**src/rtl/updi_instruction_sequencer.sv**
```systemverilog
// UPDI instruction sequencer: latches one request and streams SYNCH, opcode and
// data bytes into the TX FIFO, optionally pausing for an RX ACK after data bytes.
module updi_instruction_sequencer #(
  parameter int MAX_DATA_SIZE  = 16,
  parameter int DATA_ADDR_BITS = $clog2(MAX_DATA_SIZE),
  parameter int ACK_TIMEOUT    = 4096,
  parameter int TIMEOUT_BITS   = $clog2(ACK_TIMEOUT + 1)
) (
  input  logic                                 i_clk,
  input  logic                                 i_rst,
  input  logic                                 i_start,
  output logic                                 o_ready,
  input  logic                                 i_send_synch,
  input  logic [7:0]                           i_opcode,
  input  logic [MAX_DATA_SIZE-1:0][7:0]        i_data,
  input  logic [DATA_ADDR_BITS:0]              i_data_len,
  input  logic [MAX_DATA_SIZE-1:0]             i_wait_ack_after,
  input  logic                                 i_ack_received,
  output logic                                 o_waiting_for_ack,
  input  logic                                 i_abort,
  output logic                                 o_done,
  output logic                                 o_error,
  output logic [1:0]                           o_err_code,
  output logic [DATA_ADDR_BITS+1:0]            o_bytes_sent,
  output logic [7:0]                           o_fifo_data,
  output logic                                 o_fifo_wr_en,
  input  logic                                 i_fifo_full
);

  localparam int LW    = DATA_ADDR_BITS + 1;
  localparam int BW    = DATA_ADDR_BITS + 2;
  localparam int CNT_W = (TIMEOUT_BITS < 1) ? 1 : TIMEOUT_BITS;
  localparam logic [LW-1:0]    LEN_MAX   = LW'(MAX_DATA_SIZE);
  localparam logic [BW-1:0]    BYTES_MAX = BW'(MAX_DATA_SIZE + 2);
  localparam logic [CNT_W-1:0] TO_LAST   = CNT_W'(ACK_TIMEOUT - 1);

  typedef enum logic [2:0] {
    S_IDLE     = 3'd0,
    S_WR_SYNCH = 3'd1,
    S_WR_OPCODE= 3'd2,
    S_WR_DATA  = 3'd3,
    S_WAIT_ACK = 3'd4
  } t_state;

  t_state                          r_state, w_state;
  logic [7:0]                      r_opcode, w_opcode;
  logic [MAX_DATA_SIZE-1:0][7:0]   r_data, w_data;
  logic [LW-1:0]                   r_len, w_len;
  logic [MAX_DATA_SIZE-1:0]        r_mask, w_mask;
  logic [DATA_ADDR_BITS-1:0]       r_idx, w_idx;
  logic [CNT_W-1:0]                r_tcnt, w_tcnt;
  logic [BW-1:0]                   r_bytes, w_bytes;
  logic [1:0]                      r_err_code, w_err_code;
  logic [7:0]                      r_fifo_data, w_fifo_data;
  logic                            r_fifo_wr_en, w_fifo_wr_en;
  logic                            r_done, w_done;
  logic                            r_error, w_error;
  logic                            r_ready, r_waiting;
  logic [7:0]                      w_cur_byte;
  logic                            w_last;

  function automatic logic [BW-1:0] f_sat_inc(input logic [BW-1:0] v);
    f_sat_inc = (v == BYTES_MAX) ? v : v + BW'(1);
  endfunction

  // Next-state and next-output logic; abort outranks every other event
  always_comb begin
    w_state      = r_state;
    w_opcode     = r_opcode;
    w_data       = r_data;
    w_len        = r_len;
    w_mask       = r_mask;
    w_idx        = r_idx;
    w_tcnt       = r_tcnt;
    w_bytes      = r_bytes;
    w_err_code   = r_err_code;
    w_fifo_data  = r_fifo_data;
    w_fifo_wr_en = 1'b0;
    w_done       = 1'b0;
    w_error      = 1'b0;
    w_last       = ({1'b0, r_idx} == (r_len - LW'(1)));
    case (r_state)
      S_WR_SYNCH:  w_cur_byte = 8'h55;
      S_WR_OPCODE: w_cur_byte = r_opcode;
      default:     w_cur_byte = r_data[r_idx];
    endcase

    if ((r_state != S_IDLE) && i_abort) begin
      w_state    = S_IDLE;
      w_error    = 1'b1;
      w_err_code = 2'b10;
    end else begin
      case (r_state)
        S_IDLE: begin
          if (r_ready && i_start && !i_abort) begin
            w_opcode   = i_opcode;
            w_data     = i_data;
            w_len      = (i_data_len > LEN_MAX) ? LEN_MAX : i_data_len;
            w_mask     = i_wait_ack_after;
            w_bytes    = '0;
            w_err_code = 2'b00;
            w_state    = i_send_synch ? S_WR_SYNCH : S_WR_OPCODE;
          end else begin
            w_state = S_IDLE;
          end
        end
        S_WR_SYNCH, S_WR_OPCODE, S_WR_DATA: begin
          if (!i_fifo_full) begin
            w_fifo_wr_en = 1'b1;
            w_fifo_data  = w_cur_byte;
            w_bytes      = f_sat_inc(r_bytes);
            case (r_state)
              S_WR_SYNCH: w_state = S_WR_OPCODE;
              S_WR_OPCODE: begin
                if (r_len != LW'(0)) begin
                  w_state = S_WR_DATA;
                  w_idx   = '0;
                end else begin
                  w_state = S_IDLE;
                  w_done  = 1'b1;
                end
              end
              default: begin
                if (r_mask[r_idx]) begin
                  w_state = S_WAIT_ACK;
                  w_tcnt  = '0;
                end else if (w_last) begin
                  w_state = S_IDLE;
                  w_done  = 1'b1;
                end else begin
                  w_idx = r_idx + DATA_ADDR_BITS'(1);
                end
              end
            endcase
          end else begin
            w_state = r_state;
          end
        end
        S_WAIT_ACK: begin
          if (i_ack_received) begin
            if (w_last) begin
              w_state = S_IDLE;
              w_done  = 1'b1;
            end else begin
              w_state = S_WR_DATA;
              w_idx   = r_idx + DATA_ADDR_BITS'(1);
            end
          end else if ((ACK_TIMEOUT != 0) && (r_tcnt == TO_LAST)) begin
            w_state    = S_IDLE;
            w_error    = 1'b1;
            w_err_code = 2'b01;
          end else begin
            w_tcnt = r_tcnt + CNT_W'(1);
          end
        end
        default: w_state = S_IDLE;
      endcase
    end
  end

  // State and output registers; ready rises on the first edge after reset
  always_ff @(posedge i_clk or posedge i_rst) begin
    if (i_rst) begin
      r_state      <= S_IDLE;
      r_opcode     <= 8'h00;
      r_data       <= '0;
      r_len        <= '0;
      r_mask       <= '0;
      r_idx        <= '0;
      r_tcnt       <= '0;
      r_bytes      <= '0;
      r_err_code   <= 2'b00;
      r_fifo_data  <= 8'h00;
      r_fifo_wr_en <= 1'b0;
      r_done       <= 1'b0;
      r_error      <= 1'b0;
      r_ready      <= 1'b0;
      r_waiting    <= 1'b0;
    end else begin
      r_state      <= w_state;
      r_opcode     <= w_opcode;
      r_data       <= w_data;
      r_len        <= w_len;
      r_mask       <= w_mask;
      r_idx        <= w_idx;
      r_tcnt       <= w_tcnt;
      r_bytes      <= w_bytes;
      r_err_code   <= w_err_code;
      r_fifo_data  <= w_fifo_data;
      r_fifo_wr_en <= w_fifo_wr_en;
      r_done       <= w_done;
      r_error      <= w_error;
      r_ready      <= (w_state == S_IDLE);
      r_waiting    <= (w_state == S_WAIT_ACK);
    end
  end

  assign o_ready           = r_ready;
  assign o_waiting_for_ack = r_waiting;
  assign o_done            = r_done;
  assign o_error           = r_error;
  assign o_err_code        = r_err_code;
  assign o_bytes_sent      = r_bytes;
  assign o_fifo_data       = r_fifo_data;
  assign o_fifo_wr_en      = r_fifo_wr_en;

endmodule

```
**config.mk**
```make
export PLATFORM = sky130hd
export DESIGN_NAME = updi_instruction_sequencer
export DESIGN_NICKNAME = d
export VERILOG_FILES = /design/src/rtl/updi_instruction_sequencer.sv
export SDC_FILE = /design/constraint.sdc
export NUM_CORES = 1
export LEC_CHECK = 0
export ABC_AREA = 1
export CAP_MARGIN = 30
export CORE_MARGIN = 1.5
export CORE_UTILIZATION = 50
export CTS_CLUSTER_DIAMETER = 100
export DETAILED_ROUTE_END_ITERATION = 10
export HOLD_SLACK_MARGIN = 0.12
export PLACE_DENSITY_LB_ADDON = 0.1
export SYNTH_ARGS = -nofsm -noshare
export SYNTH_HDL_FRONTEND = slang
export SYNTH_SLANG_ARGS = --single-unit
```
**constraint.sdc**
```tcl
create_clock -name i_clk -period 6.8 [get_ports i_clk]
set_input_delay 0.68 -clock i_clk [delete_from_list [all_inputs] [get_ports i_clk]]
set_output_delay 0.68 -clock i_clk [all_outputs]
set_load 0.05 [all_outputs]
```
==> results.md <==
- Synth cell types: 47
- Syn. warnings: 0
- Met1 Wirelength: 11.54 mm
- Leading area contributor after synthesis: dfrtp_1
- Post-synthesis compound-gate area fraction: 12.83%
- Height of the die: 142.7 um
- H-tree depth: 4
- CP top delay family: flip-flops
- Buf/Inv on CP: 3
- Min Hold Slack: 471.2 ps
- Die area: 20360 um2
- Worst path arrival time: 3570 ps
- Maxcap violations: 0
- CORE AREA: 18890 um2
- Flops & latches, synth: 198
- R2r setup slk: 3600 ps
- Vias: 8585
- Post-Synth XOR/XNOR Area: 0.7180%
- Setup bufs post-CTS: 0
- Die W: 142.7 um
- Num CTS Buffers: 17
- Met3 WL post-DR: 1.078 mm
- Final Instance Area: 12240 um2
- Total GRT Usage: 26.88%
- CTS max path bufs: 2
- Main area contributors after synthesis: dfrtp_1 51%, nand2_1 19%, o21ai_0 6.2%, inv_1 3.0%, nand3_1 2.9%
- Tcrit/Tclk final: 47.06%
- Initial antenna violation count: 0
- Routed wl met2: 12.62 mm
- Clk pin slew, worst setup/hold paths: 80 ps
- Routed vias/inst: 5.153
- Placer Congestion: 0.8362
- Post-layout minimum cycle time: 3200 ps
- Layout cells sized above 1: 5.832%
- Post-Synthesis Cell Area: 9758 um2
- # diodes: 0
- Post-Synthesis Net Count: 1420
- Vias in the first global route: 8301
- Placed insts: 1633
- Final Skew: 9.897 ps
- Clk root buf: clkbuf_16
- DR DRC count: 0
- Hold_buf cts: 0
- Max-slew violation count: 0
- Hold Vio Cnt, Final: 0
- Initial DRC Count: 554
- Fillers: 1683
- Uppermost routed layer: met4
- Buffers added on ports: 184
- Area grow syn2layout: 25.46%
- Fin cells: 1666
- Avg Cell Area, Syn: 7.800 um2
- Worst Path Max Fanout: 103
- Post-synthesis simple-gate area fraction: 28.11%
- # IOs: 185
- Skew-Pair Late Insertion Delay: 440 ps
- DR WL/cell: 15.50 um
- CTS tree: done
- Synth Area in Adders: 0.6411%
- Worst-margin pin slew: 1043 ps
- Critical setup path kind: reg -> reg
- Mux cell area share after synthesis: 0%
- Final setup viols: 0
- Tot Pwr: 5105 uW
- Synth Instances: 1251
- Crit-path cells: inv_2, nand2_1, nand3_1, nand3_1, nand3_1, nand2_1, inv_2, nand2_1, nand2_4, clkinv_4, nand3_1, a21oi_1
- Nets@finish: 1562
- Min-Delay Path Class: reg -> reg
- ANT nets after route: 0
- CP most frequent cell: nand3_1
- Total routed wirelength: 25.82 mm
- GR Overflow Total: 0
- RSZ-0062 raised after global routing: false
- Main combinational cell family by area after synthesis: simple AND/OR/NAND/NOR gates
- Type of origin of the critical path: register
- Fmax: 0.3125 GHz
- Max incr delay on CP: 1090 ps
- CP endpoint kind: register
- Status: completed
- Largest net degree at the start of global routing: 147
- Hpwl dp: 17.28 mm
- Sequential share of the synthesized area: 50.78%
- First-pass GRT wire length: 42.32 mm
- CP max-delay cell: dfrtp_4
- CP required: 7170 ps
- P_leak: 0.005808 uW
- VDD IR-drop max: 239.3 uV
- Post-CTS Resized: 0
- Starting Density: 51.65%
- Area after DPL: 11660 um2
- Fin Setup TNS: 0 ps
- Cell area power density: 417.0 nW/um2
- Share of the synthesized area in the top cell type: 50.78%
- DR pass1 iterations: 5
- Cell Rows: 50
- Max-slew headroom: 30.46%
- Clock sinks: 198
-- per-stage QoR --
| stage | utilization [%] | setup slack [ps] |
|---|---|---|
| finish | 64.80 | 3600 |
| floorplan | - | 722.7 |
| detailed placement | 61.74 | 3335 |
| global route | 64.80 | 3339 |
| global placement | 61.74 | 3390 |
| CTS | 64.66 | 3594 |
-- kinds of logic after synthesis --
family / after synthesis
simple gates: 665
buf+inv: 158
flops: 198
fa+ha+maj: 5
compound gates: 217
xor+xnor: 8
-- final cells by class --
class	instances	area [um2]	area share [%]
Sequential cell	198	4960	40.51
Clock inverter	13	118.9	0.9709
Multi-Input combinational cell	895	4133	33.76
Clock buffer	19	432.9	3.536
Inverter	91	366.6	2.994
Timing Repair Buffer	190	1907	15.57
Tap cell	260	325.3	2.657
-- state kept, by name (all words and copies together) (netlist names), 2 cells and up --
register / count
o_err_code: 2
r_state: 3
r_mask: 16
o_bytes_sent: 6
r_idx: 4
r_data: 128
r_len: 5
r_tcnt: 13
o_fifo_data: 8
r_opcode: 8
-- synth_stat cells (all sizes together) --
| master | number |
|---|---|
| nand3 | 60 |
| buf | 42 |
| a22o | 1 |
| xnor2 | 2 |
| o211ai | 12 |
| o221ai | 2 |
| and3 | 2 |
| nor3 | 12 |
| o31ai | 7 |
| o21ai | 128 |
| nand2 | 514 |
| nand4 | 6 |
| xor2 | 6 |
| dfrtp | 198 |
| o21a | 4 |
| clkinv | 4 |
| nor4 | 1 |
| ha | 5 |
| a21boi | 1 |
| a21oi | 36 |
| or2 | 1 |
| o2111ai | 1 |
| o22ai | 21 |
| clkbuf | 25 |
| nor2 | 69 |
| inv | 87 |
| a2bb2oi | 4 |
-- cell usage in the layout (no fill, tap or decap), types with 3 or more instances in the layout --
master | Yosys | layout
inv_8 | 0 | 4
a2bb2oi_1 | 4 | 4
xor2_1 | 6 | 6
clkdlybuf4s50_1 | 0 | 184
dfrtp_1 | 198 | 196
inv_1 | 78 | 77
ha_1 | 5 | 5
buf_4 | 1 | 5
inv_6 | 0 | 3
a21oi_1 | 33 | 33
nor3_1 | 9 | 9
nor2_4 | 4 | 4
o22ai_1 | 21 | 21
inv_2 | 8 | 7
o21a_1 | 4 | 4
o211ai_1 | 12 | 12
o21ai_1 | 5 | 5
clkinv_4 | 2 | 8
nand4_1 | 6 | 6
nand2_1 | 505 | 505
nand2_2 | 5 | 4
o31ai_2 | 4 | 4
clkbuf_16 | 0 | 17
nand2_4 | 4 | 5
a21oi_2 | 3 | 3
nor2_1 | 64 | 64
o31ai_1 | 3 | 3
nand3_1 | 56 | 56
o21ai_0 | 120 | 120
-- power breakdown --
part	internal (uW)	switching, uW	leakage, uW
combinational	764	1330	0.00306
sequential	1680	369	0.00248
clock	481	476	0.000264
-- layer usage --
metal | global-route usage [%] | up-vias
li1 | - | 4290
met1 | 35.95 | 4033
met2 | 45.38 | 229
met3 | 3.219 | 33
met4 | 9.441 | 0
met5 | 0 | -
-- worst register-to-register path: stages (launching register included) --
cell	delay [ps]
dfrtp_4	1090
inv_2	670
nand2_1	190
nand3_1	90
nand3_1	90
nand3_1	90
nand2_1	180
inv_2	80
nand2_1	100
nand2_4	140
clkinv_4	160
nand3_1	80
a21oi_1	150
-- final timing paths --
kind / endpoint / cells past startpoint / from
hold reg to reg: o_err_code[1]$_DFFE_PP0P_ / 2 / o_err_code[1]$_DFFE_PP0P_
max in group asynchronous: r_data[95]$_DFFE_PP0P_ / 3 / i_rst
min in group asynchronous: r_mask[6]$_DFFE_PP0P_ / 2 / i_rst
hold / removal: o_err_code[1]$_DFFE_PP0P_ / 2 / o_err_code[1]$_DFFE_PP0P_
setup / recovery: r_tcnt[4]$_DFFE_PP0P_ / 12 / r_idx[0]$_DFFE_PP0P_
setup reg to reg: r_tcnt[4]$_DFFE_PP0P_ / 12 / r_idx[0]$_DFFE_PP0P_
(Power assumes the default switching activity.)
